===== config.mk =====
export PLATFORM = sky130hd
export DESIGN_NAME = irig_time_keeper
export DESIGN_NICKNAME = d
export VERILOG_FILES = /design/src/rtl/irig_tk_pkg.sv /design/src/rtl/irig_tk_capture.sv /design/src/rtl/irig_time_keeper.sv
export SDC_FILE = /design/constraint.sdc
export NUM_CORES = 1
export LEC_CHECK = 0
export BUFFER_PORTS_ARGS = -buffer_cell sky130_fd_sc_hd__buf_2
export CAP_MARGIN = 10
export CORE_ASPECT_RATIO = 1.1
export CORE_MARGIN = 2
export CORE_UTILIZATION = 48
export DETAILED_ROUTE_END_ITERATION = 6
export PLACE_DENSITY = 0.77
export SLEW_MARGIN = 30
export SYNTH_ARGS = -nofsm -noshare
export SYNTH_HDL_FRONTEND = slang
export SYNTH_SLANG_ARGS = --single-unit

===== constraint.sdc =====
create_clock -name clk -period 2.2 [get_ports clk]
set_input_delay 0.11 -clock clk [delete_from_list [all_inputs] [get_ports clk]]
set_output_delay 0.11 -clock clk [all_outputs]
set_load 0.01 [all_outputs]

===== src/rtl/irig_tk_pkg.sv =====
// Shared types, field limits and the one-second carry helper for the IRIG time keeper.
package irig_tk_pkg;

    typedef struct packed {
        logic [8:0] day;
        logic [4:0] hr;
        logic [5:0] min;
        logic [5:0] sec;
    } tk_time_t;

    typedef enum logic [1:0] {
        ST_UNSYNC   = 2'd0,
        ST_LOCKED   = 2'd1,
        ST_HOLDOVER = 2'd2
    } tk_state_e;

    localparam logic [5:0] SEC_LAST      = 6'd59;
    localparam logic [5:0] MIN_LAST      = 6'd59;
    localparam logic [4:0] HR_LAST       = 5'd23;
    localparam logic [8:0] DAY_LAST      = 9'd364;
    localparam logic [8:0] DAY_LAST_LEAP = 9'd365;

    function automatic tk_time_t tk_advance(input tk_time_t t, input logic leap);
        tk_time_t   n;
        logic [8:0] last;
        n    = t;
        last = leap ? DAY_LAST_LEAP : DAY_LAST;
        if (t.sec >= SEC_LAST) begin
            n.sec = '0;
            if (t.min >= MIN_LAST) begin
                n.min = '0;
                if (t.hr >= HR_LAST) begin
                    n.hr  = '0;
                    n.day = (t.day >= last) ? '0 : t.day + 9'd1;
                end else begin
                    n.hr = t.hr + 5'd1;
                end
            end else begin
                n.min = t.min + 6'd1;
            end
        end else begin
            n.sec = t.sec + 6'd1;
        end
        return n;
    endfunction

endpackage


===== src/rtl/irig_tk_capture.sv =====
// One event-timestamp channel: 2-FF synchroniser, rising-edge detect, capture
// registers and ack/overflow handshake.
module irig_tk_capture
    import irig_tk_pkg::*;
#(
    parameter int SUBSEC_W = 27
) (
    input  logic                clk,
    input  logic                rst_n,
    input  logic                evt_i,
    input  logic                ack_i,
    input  logic                time_valid_i,
    input  tk_time_t            time_i,
    input  logic [SUBSEC_W-1:0] subsec_i,
    output tk_time_t            cap_time_o,
    output logic [SUBSEC_W-1:0] cap_subsec_o,
    output logic                cap_valid_o,
    output logic                cap_ovf_o
);

    logic [2:0]          sync_q;
    logic                evt_rise;
    tk_time_t            cap_time_q, cap_time_d;
    logic [SUBSEC_W-1:0] cap_subsec_q, cap_subsec_d;
    logic                cap_valid_q, cap_valid_d;
    logic                cap_ovf_q, cap_ovf_d;

    assign evt_rise = sync_q[1] & ~sync_q[2];

    always_comb begin
        cap_time_d   = cap_time_q;
        cap_subsec_d = cap_subsec_q;
        cap_valid_d  = cap_valid_q;
        cap_ovf_d    = cap_ovf_q;
        if (ack_i) begin
            cap_valid_d = 1'b0;
            cap_ovf_d   = 1'b0;
        end
        // An ack in the same cycle frees the slot, so the new edge loads instead of overflowing.
        if (evt_rise && time_valid_i) begin
            if (cap_valid_q && !ack_i) begin
                cap_ovf_d = 1'b1;
            end else begin
                cap_time_d   = time_i;
                cap_subsec_d = subsec_i;
                cap_valid_d  = 1'b1;
            end
        end
    end

    always_ff @(posedge clk or negedge rst_n) begin
        if (!rst_n) begin
            sync_q       <= '0;
            cap_time_q   <= '0;
            cap_subsec_q <= '0;
            cap_valid_q  <= 1'b0;
            cap_ovf_q    <= 1'b0;
        end else begin
            sync_q       <= {sync_q[1:0], evt_i};
            cap_time_q   <= cap_time_d;
            cap_subsec_q <= cap_subsec_d;
            cap_valid_q  <= cap_valid_d;
            cap_ovf_q    <= cap_ovf_d;
        end
    end

    assign cap_time_o   = cap_time_q;
    assign cap_subsec_o = cap_subsec_q;
    assign cap_valid_o  = cap_valid_q;
    assign cap_ovf_o    = cap_ovf_q;

endmodule


===== src/rtl/irig_time_keeper.sv =====
// IRIG time-of-day keeper with PPS advance, sub-second count and N_CH event capture.
// Define TIME_KEEPER_HOLDOVER_EN to free-run through missed PPS instead of dropping to UNSYNC.
module irig_time_keeper
    import irig_tk_pkg::*;
#(
    parameter int CLK_HZ   = 100_000_000,
    parameter int SUBSEC_W = 27,
    parameter int PPS_TOL  = 1024,
    parameter int N_CH     = 4
) (
    input  logic                       clk,
    input  logic                       rst_n,
    input  logic                       bcd_valid,
    input  logic [5:0]                 sec_i,
    input  logic [5:0]                 min_i,
    input  logic [4:0]                 hr_i,
    input  logic [8:0]                 day_i,
    input  logic                       pps,
    input  logic                       leap_year,
    input  logic [N_CH-1:0]            evt,
    input  logic [N_CH-1:0]            cap_ack,
    output logic [25:0]                time_o,
    output logic [SUBSEC_W-1:0]        subsec_o,
    output logic                       time_valid,
    output logic                       holdover,
    output logic [26*N_CH-1:0]         cap_time,
    output logic [SUBSEC_W*N_CH-1:0]   cap_subsec,
    output logic [N_CH-1:0]            cap_valid,
    output logic [N_CH-1:0]            cap_ovf
);

    localparam logic [SUBSEC_W-1:0] MISS_AT = SUBSEC_W'(CLK_HZ + PPS_TOL - 1);
`ifdef TIME_KEEPER_HOLDOVER_EN
    localparam logic [SUBSEC_W-1:0] WRAP_AT = SUBSEC_W'(CLK_HZ - 1);
    localparam logic [SUBSEC_W-1:0] TOL_LD  = SUBSEC_W'(PPS_TOL);
`endif

    tk_state_e           state_q, state_d;
    tk_time_t            time_q, time_d, time_adv;
    logic [SUBSEC_W-1:0] subsec_q, subsec_d;
    logic                bcd_q, bcd_qq, bcd_rise;

    assign bcd_rise = bcd_q & ~bcd_qq;
    assign time_adv = tk_advance(time_q, leap_year);

    always_comb begin
        state_d  = state_q;
        time_d   = time_q;
        subsec_d = subsec_q;
        if (bcd_rise) begin
            time_d   = '{day: day_i, hr: hr_i, min: min_i, sec: sec_i};
            subsec_d = '0;
            state_d  = ST_LOCKED;
        end else begin
            case (state_q)
                ST_LOCKED: begin
                    if (pps) begin
                        time_d   = time_adv;
                        subsec_d = '0;
                    end else if (subsec_q == MISS_AT) begin
`ifdef TIME_KEEPER_HOLDOVER_EN
                        // Restart at PPS_TOL so the free-running second keeps the nominal PPS phase.
                        time_d   = time_adv;
                        subsec_d = TOL_LD;
                        state_d  = ST_HOLDOVER;
`else
                        state_d  = ST_UNSYNC;
`endif
                    end else begin
                        subsec_d = subsec_q + SUBSEC_W'(1);
                    end
                end
`ifdef TIME_KEEPER_HOLDOVER_EN
                ST_HOLDOVER: begin
                    if (pps) begin
                        time_d   = time_adv;
                        subsec_d = '0;
                        state_d  = ST_LOCKED;
                    end else if (subsec_q >= WRAP_AT) begin
                        time_d   = time_adv;
                        subsec_d = '0;
                    end else begin
                        subsec_d = subsec_q + SUBSEC_W'(1);
                    end
                end
`endif
                default: ;
            endcase
        end
    end

    always_ff @(posedge clk or negedge rst_n) begin
        if (!rst_n) begin
            state_q  <= ST_UNSYNC;
            time_q   <= '0;
            subsec_q <= '0;
            bcd_q    <= 1'b0;
            bcd_qq   <= 1'b0;
        end else begin
            state_q  <= state_d;
            time_q   <= time_d;
            subsec_q <= subsec_d;
            bcd_q    <= bcd_valid;
            bcd_qq   <= bcd_q;
        end
    end

    assign time_o     = time_q;
    assign subsec_o   = subsec_q;
    assign time_valid = (state_q != ST_UNSYNC);
`ifdef TIME_KEEPER_HOLDOVER_EN
    assign holdover   = (state_q == ST_HOLDOVER);
`else
    assign holdover   = 1'b0;
`endif

    for (genvar k = 0; k < N_CH; k++) begin : g_cap
        irig_tk_capture #(
            .SUBSEC_W(SUBSEC_W)
        ) u_cap (
            .clk          (clk),
            .rst_n        (rst_n),
            .evt_i        (evt[k]),
            .ack_i        (cap_ack[k]),
            .time_valid_i (time_valid),
            .time_i       (time_q),
            .subsec_i     (subsec_q),
            .cap_time_o   (cap_time[26*k +: 26]),
            .cap_subsec_o (cap_subsec[SUBSEC_W*k +: SUBSEC_W]),
            .cap_valid_o  (cap_valid[k]),
            .cap_ovf_o    (cap_ovf[k])
        );
    end

endmodule


==> summary.md, run 1 <==
| Metric | Value |
|---|---|
| # DRC | 0 |
| CP delay by family, top | simple AND/OR/NAND/NOR gates |
| Fillers | 1821 |
| Peak Freq | 490 MHz |
| Crit path time final | 2040 ps |
| Syn nets | 942 |
| H-tree depth | 1 |
| Number of synthesized flops with an enable pin | 0 |
| Vias in the first global route | 8795 |
| Leakage | 7.72 nW |
| Share of cells above drive strength 1 | 50.5% |
| Nets | 1317 |
| Num CTS Buffers | 28 |
| HPWL Detailed | 21000 um |
| Port bufs | 312 |
| Antenna viol nets, final | 0 |
| Req. time, crit path | 2610 ps |
| Synth Cell Area | 0.0119 sq mm |
| Vias | 8677 |
| Multi-input combinational cell area | 0.00427 sq mm |
| Max stage delay on crit path | 550 ps |
| Root buf cell | clkbuf_16 |
| Worst-path clk slew | 60 ps |
| Crit path cell chain | or4b_4 > nor4_4 > and4_1 > buf_4 > or4_1 > a21oi_1 |
| Final count of negative-setup-slack endpoints | 0 |
| Post-Place Worst Slack | -94.4 ps |
| FF/Latch Area | 0.00721 sq mm |
| Crit. End Element | flip-flop |
| Routed WL per cell | 19.0 um |
| CP Class | flip-flop to flip-flop |
| Hold Crit Class | input pin to flip-flop |
| Starting density of the core | 48.7% |
| Most numerous cell in the Yosys netlist | dfrtp_1 |
| N_diodes | 0 |
| Area of the die | 0.0260 sq mm |
| First-pass GRT wire length | 48500 um |
| DRT Pass-1 Iters | 4 |
| Gate Count Post-Synth | 897 |
| Placer Congestion | 0.849 |
| Status | finished clean |
| Synth top cells by count | dfrtp_1, mux2_2, nand2_1 |
| Slowest stage cell, crit path | or4b_4 |
| #FFs+latches synth | 288 |
| Standard-cell rows | 60 |
| Yosys cell types | 59 |
| CP Launch Type | flip-flop |
| Worst Tran Pin Value | 616 ps |
| CTS tree | yes |
| Unrepaired setup endpoints after global routing | false |
| Via/cell ratio | 5.41 |
| Die X | 154 um |
| CP max FO | 12 |
| 1st-iter DRT viols | 556 |
| Pwr dens | 973 mW/mm^2 |
| Yosys top cell by area | dfrtp_1 |
| WL final | 30500 um |
| Die H | 169 um |
| Hold violation count in the final report | 0 |
| VDD IR max | 0.707 mV |
| Syn. warnings | 0 |
| Core ar. | 0.0244 sq mm |
| Total global routing overflow | 0 |
| Worst Slack Setup Final | 158 ps |
| Area Growth Syn to Fin | 29.7% |
| GRT Util Overall | 23.2% |
| Bufs and invs on worst path | 1 |
| Sequential fraction of the synthesis area | 60.7% |
| Slew HR | 58.9% |
| I/O pin count | 314 |
| Clk_skew | 7.58 ps |
| Initial antenna violation count | 0 |
| Top FF cell, synth | dfrtp_1 |
| Async set or reset register ratio after synthesis | 100% |
| Period utilization | 92.8% |
| Max-cap violation count | 0 |
| Top post-synthesis cells by area | dfrtp_1, mux2_2, nand2_1, nor2_1, a21oi_1 |
| CTS Sinks | 288 |
| Post-synth top area share | 60.7% |
| Final Max Tran Viols | 0 |
| Critical path data arrival time | 2450 ps |
| Worst-skew pair later-pin latency | 530 ps |
| Largest net degree at the start of global routing | 76 |
| CTS Buffer Depth | 3 |
| Area after DPL | 0.0141 sq mm |
| Syn avg cell area | 13.2 sq um |
| Design area | 0.0154 sq mm |
## report_power, final
part	switching, W	internal, W	total, W
sequential	0.000659	0.00618	0.00684
clock	0.00199	0.00285	0.00484
combinational	0.00172	0.00159	0.00331
total	0.00436	0.0106	0.0150
## what timing repair did
item | CTS | global route
resized for setup | 1 | 1
endpoints found under the hold margin | 110 | 0
setup buffers | 0 | 3
pin swaps | 0 | 1
setup endpoints to repair | 6 | 11
hold buffers | 36 | 0
## per-stage QoR
step / power, W / hold WS, ps / instances / setup TNS, ps / utilization, %
6_report: 0.0150 / 79.2 / 1603 / 0 / 63.1
5_1_grt: 0.0157 / 84.1 / 1603 / 0 / 63.1
4_1_cts: 0.0151 / 56.9 / 1600 / 0 / 63.0
3_5_place_dp: 0.0102 / 130 / 1513 / -262 / 57.6
3_3_place_gp: 0.0100 / 131 / 1513 / -25.5 / 57.6
2_1_floorplan: 0.00856 / -186 / 897 / 0 / -
## area by class of cell
class                           instances  share of cell area [%]
Clock buffer                           44                    5.73
Clock inverter                          7                   0.406
Inverter                               12                   0.293
Multi-Input combinational cell        524                    27.7
Sequential cell                       288                    46.8
Tap cell                              310                    2.52
Timing Repair Buffer                  418                    16.5
## flip-flops by register name, summed over array words and instances, names as in the netlist
register                  cells
bcd_q                         1
bcd_qq                        1
g_cap.u_cap.cap_ovf_o         4
g_cap.u_cap.cap_subsec_o    108
g_cap.u_cap.cap_time_o      104
g_cap.u_cap.cap_valid_o       4
g_cap.u_cap.sync_q           12
state_q                       1
subsec_o                     27
time_o                       26
## cell usage in the layout (no fill, tap or decap), types with 5 or more instances in the layout
cell type	synthesis	layout
a21oi_1	23	23
a31oi_1	6	6
and3_1	6	6
buf_12	1	7
buf_2	6	311
buf_4	12	63
clkbuf_1	29	5
clkbuf_16	0	29
clkbuf_8	0	10
clkinv_2	0	5
dfrtp_1	288	288
dlygate4sd3_1	0	36
ha_1	6	6
inv_1	12	12
mux2_2	212	212
nand2_1	45	44
nand3_1	23	23
nand4_1	11	11
nor2_1	44	44
nor3_1	13	13
nor4_1	7	7
o21ai_0	15	15
o21ai_1	15	15
or3_1	6	6
or4_1	6	6
xnor2_1	10	10
## cell families (layout without fill, tap and decap cells)
kind of cell	Yosys count	in the layout	synth area share [%]
DFF	288	288	60.7
muxes	217	217	20.6
and+or+nand+nor	188	188	8.20
AOI/OAI and AO/OA	100	100	5.40
buffers and inverters	85	481	3.54
xor gates and xnor gates	12	12	0.885
adders and majority gates	6	6	0.632
other	1	1	0.0316
## per-layer routing
metal  GRT usage, %  vias to the layer above  wire length, um
met5              0                        -                0
met4           6.58                        0              743
met3           3.79                       54             1630
met2           41.0                      302            15400
met1           29.7                     4377            12700
li1               -                     3944                -
## tightest hold or removal path, cell delays in order
cell and delay (ps):
buf_2 150, nor3b_1 60, mux2_4 250
## worst paths after layout
path	from	end	slack, ps	cells after the start
setup / recovery	subsec_o[12]	subsec_o[13]	160	6
hold / removal	pps	subsec_o[1]	80	3
setup reg to reg	subsec_o[12]	subsec_o[13]	160	6
hold reg to reg	g_cap[0].u_cap.sync_q[0]	g_cap[0].u_cap.sync_q[1]	350	0
max in group asynchronous	rst_n	g_cap[3].u_cap.cap_subsec_o[9]	1260	3
min in group asynchronous	rst_n	g_cap[2].u_cap.cap_subsec_o[16]	150	2
No activity file was read; power rests on OpenSTA's default activity.
==> run 2: changes to the inputs <==
PLACE_DENSITY = 0.81   (was 0.77)
==> run 2 against run 1 <==
Routed wire length up 1.1%. Clock-buffer cell count unchanged. Final area down 0.29%. Setup slack worse by 17 ps. First-iteration DRC count down 12%. Largest cell class unchanged. Critical path depth unchanged. Sequential share of layout area up 0.14 points. Sequential power about the same.
==> summary.md, run 2 (synthesized netlist as in run 1, its figures left out) <==
| Metric | Value |
|---|---|
| Max-cap violation count | 0 (unchanged) |
| Die H | 169 um (unchanged) |
| Crit path time final | 2060 ps (was 2040 ps) |
| First-pass GRT wire length | 49100 um (was 48500 um) |
| Root buf cell | clkbuf_16 (unchanged) |
| Max stage delay on crit path | 550 ps (about the same) |
| WL final | 30900 um (was 30500 um) |
| Hold Crit Class | input pin to flip-flop (unchanged) |
| Worst-path clk slew | 60 ps (about the same) |
| Initial antenna violation count | 0 (unchanged) |
| Peak Freq | 486 MHz (was 490 MHz) |
| CTS Buffer Depth | 3 (unchanged) |
| Area Growth Syn to Fin | 29.3% (was 29.7%) |
| # DRC | 0 (unchanged) |
| Placer Congestion | 0.811 (was 0.849) |
| Req. time, crit path | 2610 ps (about the same) |
| VDD IR max | 0.735 mV (was 0.707 mV) |
| DRT Pass-1 Iters | 4 (unchanged) |
| Reg power frac | 45.8% (was 45.6%) |
| WHS | 98.7 ps (was 79.2 ps) |
| Hold violation count in the final report | 0 (unchanged) |
| Worst-skew pair later-pin latency | 540 ps (was 530 ps) |
| Area of the die | 0.0260 sq mm (unchanged) |
| Share of cells above drive strength 1 | 50.2% (was 50.5%) |
| Final Max Tran Viols | 0 (unchanged) |
| Slowest stage cell, crit path | or4b_4 (unchanged) |
| Status | finished clean (unchanged) |
| Routed WL per cell | 19.3 um (was 19.0 um) |
| HPWL Detailed | 21100 um (was 21000 um) |
| Slew HR | 60.7% (was 58.9%) |
| Nets | 1317 (unchanged) |
| 1st-iter DRT viols | 489 (was 556) |
| Vias | 8770 (was 8677) |
| Switching Share | 29.4% (was 29.1%) |
| Combinational share of power | 22.5% (was 22.1%) |
| CP Launch Type | flip-flop (unchanged) |
| CP delay by family, top | simple AND/OR/NAND/NOR gates (unchanged) |
| Total global routing overflow | 0 (unchanged) |
| Bufs and invs on worst path | 1 (unchanged) |
| GRT Util Overall | 23.5% (was 23.2%) |
| Worst Tran Pin Value | 590 ps (was 616 ps) |
| Core ar. | 0.0244 sq mm (unchanged) |
| H-tree depth | 1 (unchanged) |
| CTS tree | yes (unchanged) |
| Int Power | 0.0105 W (was 0.0106 W) |
| Starting density of the core | 48.7% (unchanged) |
| CTS Sinks | 288 (unchanged) |
| Max reg flops | 108 (unchanged) |
| Crit. End Element | flip-flop (unchanged) |
| Finished Layout Cells | 1602 (was 1603) |
| Vias in the first global route | 9160 (was 8795) |
| CP Class | flip-flop to flip-flop (unchanged) |
| Net Sw Power | 0.00439 W (was 0.00436 W) |
| Leakage | 7.69 nW (was 7.72 nW) |
| Period utilization | 93.6% (was 92.8%) |
| CP max FO | 12 (unchanged) |
| Port bufs | 312 (unchanged) |
| Num CTS Buffers | 29 (was 28) |
| Critical path data arrival time | 2470 ps (was 2450 ps) |
| Via/cell ratio | 5.47 (was 5.41) |
| Unrepaired setup endpoints after global routing | false (unchanged) |
| Die X | 154 um (unchanged) |
| Power share of the clock group | 31.7% (was 32.3%) |
| I/O pin count | 314 (unchanged) |
| Final count of negative-setup-slack endpoints | 0 (unchanged) |
| Most frequent cells in the layout | buf_2, dfrtp_1, mux2_2, buf_4 (unchanged) |
| Standard-cell rows | 60 (unchanged) |
| Crit path cell chain | or4b_4 > nor4_4 > and4_1 > buf_4 > or3_1 > a21oi_1 (was or4b_4 > nor4_4 > and4_1 > buf_4 > or4_1 > a21oi_1) |
| Clk_skew | 16.0 ps (was 7.58 ps) |
| Most common cell after layout, fill and taps aside | buf_2 (unchanged) |
| Util after Layout | 62.9% (was 63.1%) |
| Setup TNS | 0 ps (unchanged) |
| Dpl cells | 1513 (unchanged) |
| Antenna viol nets, final | 0 (unchanged) |
| Pwr dens | 971 mW/mm^2 (was 973 mW/mm^2) |
| Largest net degree at the start of global routing | 61 (was 76) |
| N_diodes | 0 (unchanged) |
==> run 2: through the flow <==
stage | setup slack (ps) | area, sq um | total power, W
after floorplan | 9.44 | 11900 | 0.00856
after global placement | 135 | 14100 | 0.0100
after detailed placement | 72.7 | 14100 | 0.0102
after CTS | 30.9 | 15300 | 0.0150
after global routing | 25.2 | 15400 | 0.0156
final | 141 | 15400 | 0.0149
==> run 2: worst register-to-register path, cell delays in order, from the launching register on <==
cell and delay (ps):
dfrtp_1 390, or4b_4 550, nor4_4 230, and4_1 360
buf_4 220, or3_1 130, a21oi_1 60
==> run 2: layout make-up <==
| cell class | instances | area (sq um) |
|---|---|---|
| tap | 310 | 388 |
| sequential | 288 | 7210 |
| fill | 1818 | 9040 |
| clock inverter | 7 | 67.6 |
| multi-input combinational | 524 | 4270 |
| clock buffer | 44 | 842 |
| inverter | 12 | 45.0 |
| timing repair buffer | 417 | 2540 |
==> run 2: repair_timing <==
action,in CTS,in global routing
gates resized for setup,0,2
hold endpoints to repair,279,0
setup endpoints to repair,0,8
buffers inserted,0,2
hold buffers,36,0
==> run 2: layer usage <==
metal	vias to the layer above	share of wire, %	track usage [%]
met3	59	6.8	5.07
met5	-	0	0
met2	330	51	41.6
li1	3945	-	-
met4	0	2.4	7.19
met1	4436	40	28.8
==> run 2: path summary, 6_finish.rpt <==
path	slack, ps	startpoint	cells past startpoint	to
worst max register to register	140	subsec_o[12]	6	subsec_o[7]
worst min-delay path	100	pps	3	subsec_o[0]
max in group asynchronous	1340	rst_n	3	g_cap[2].u_cap.cap_time_o[15]
min in group asynchronous	120	rst_n	2	g_cap[0].u_cap.cap_subsec_o[21]
worst max-delay path	140	subsec_o[12]	6	subsec_o[7]
worst min register to register	350	g_cap[2].u_cap.sync_q[0]	0	g_cap[2].u_cap.sync_q[1]
==> run 2: power by group through the flow <==
stage	registers, W	clock network [W]	logic (W)
6_report	0.00682	0.00473	0.00335
5_1_grt	0.00693	0.00505	0.00362
4_1_cts	0.00681	0.00483	0.00336
3_5_place_dp	0.00689	0	0.00329
3_3_place_gp	0.00683	0	0.00320
2_1_floorplan	0.00719	0	0.00138
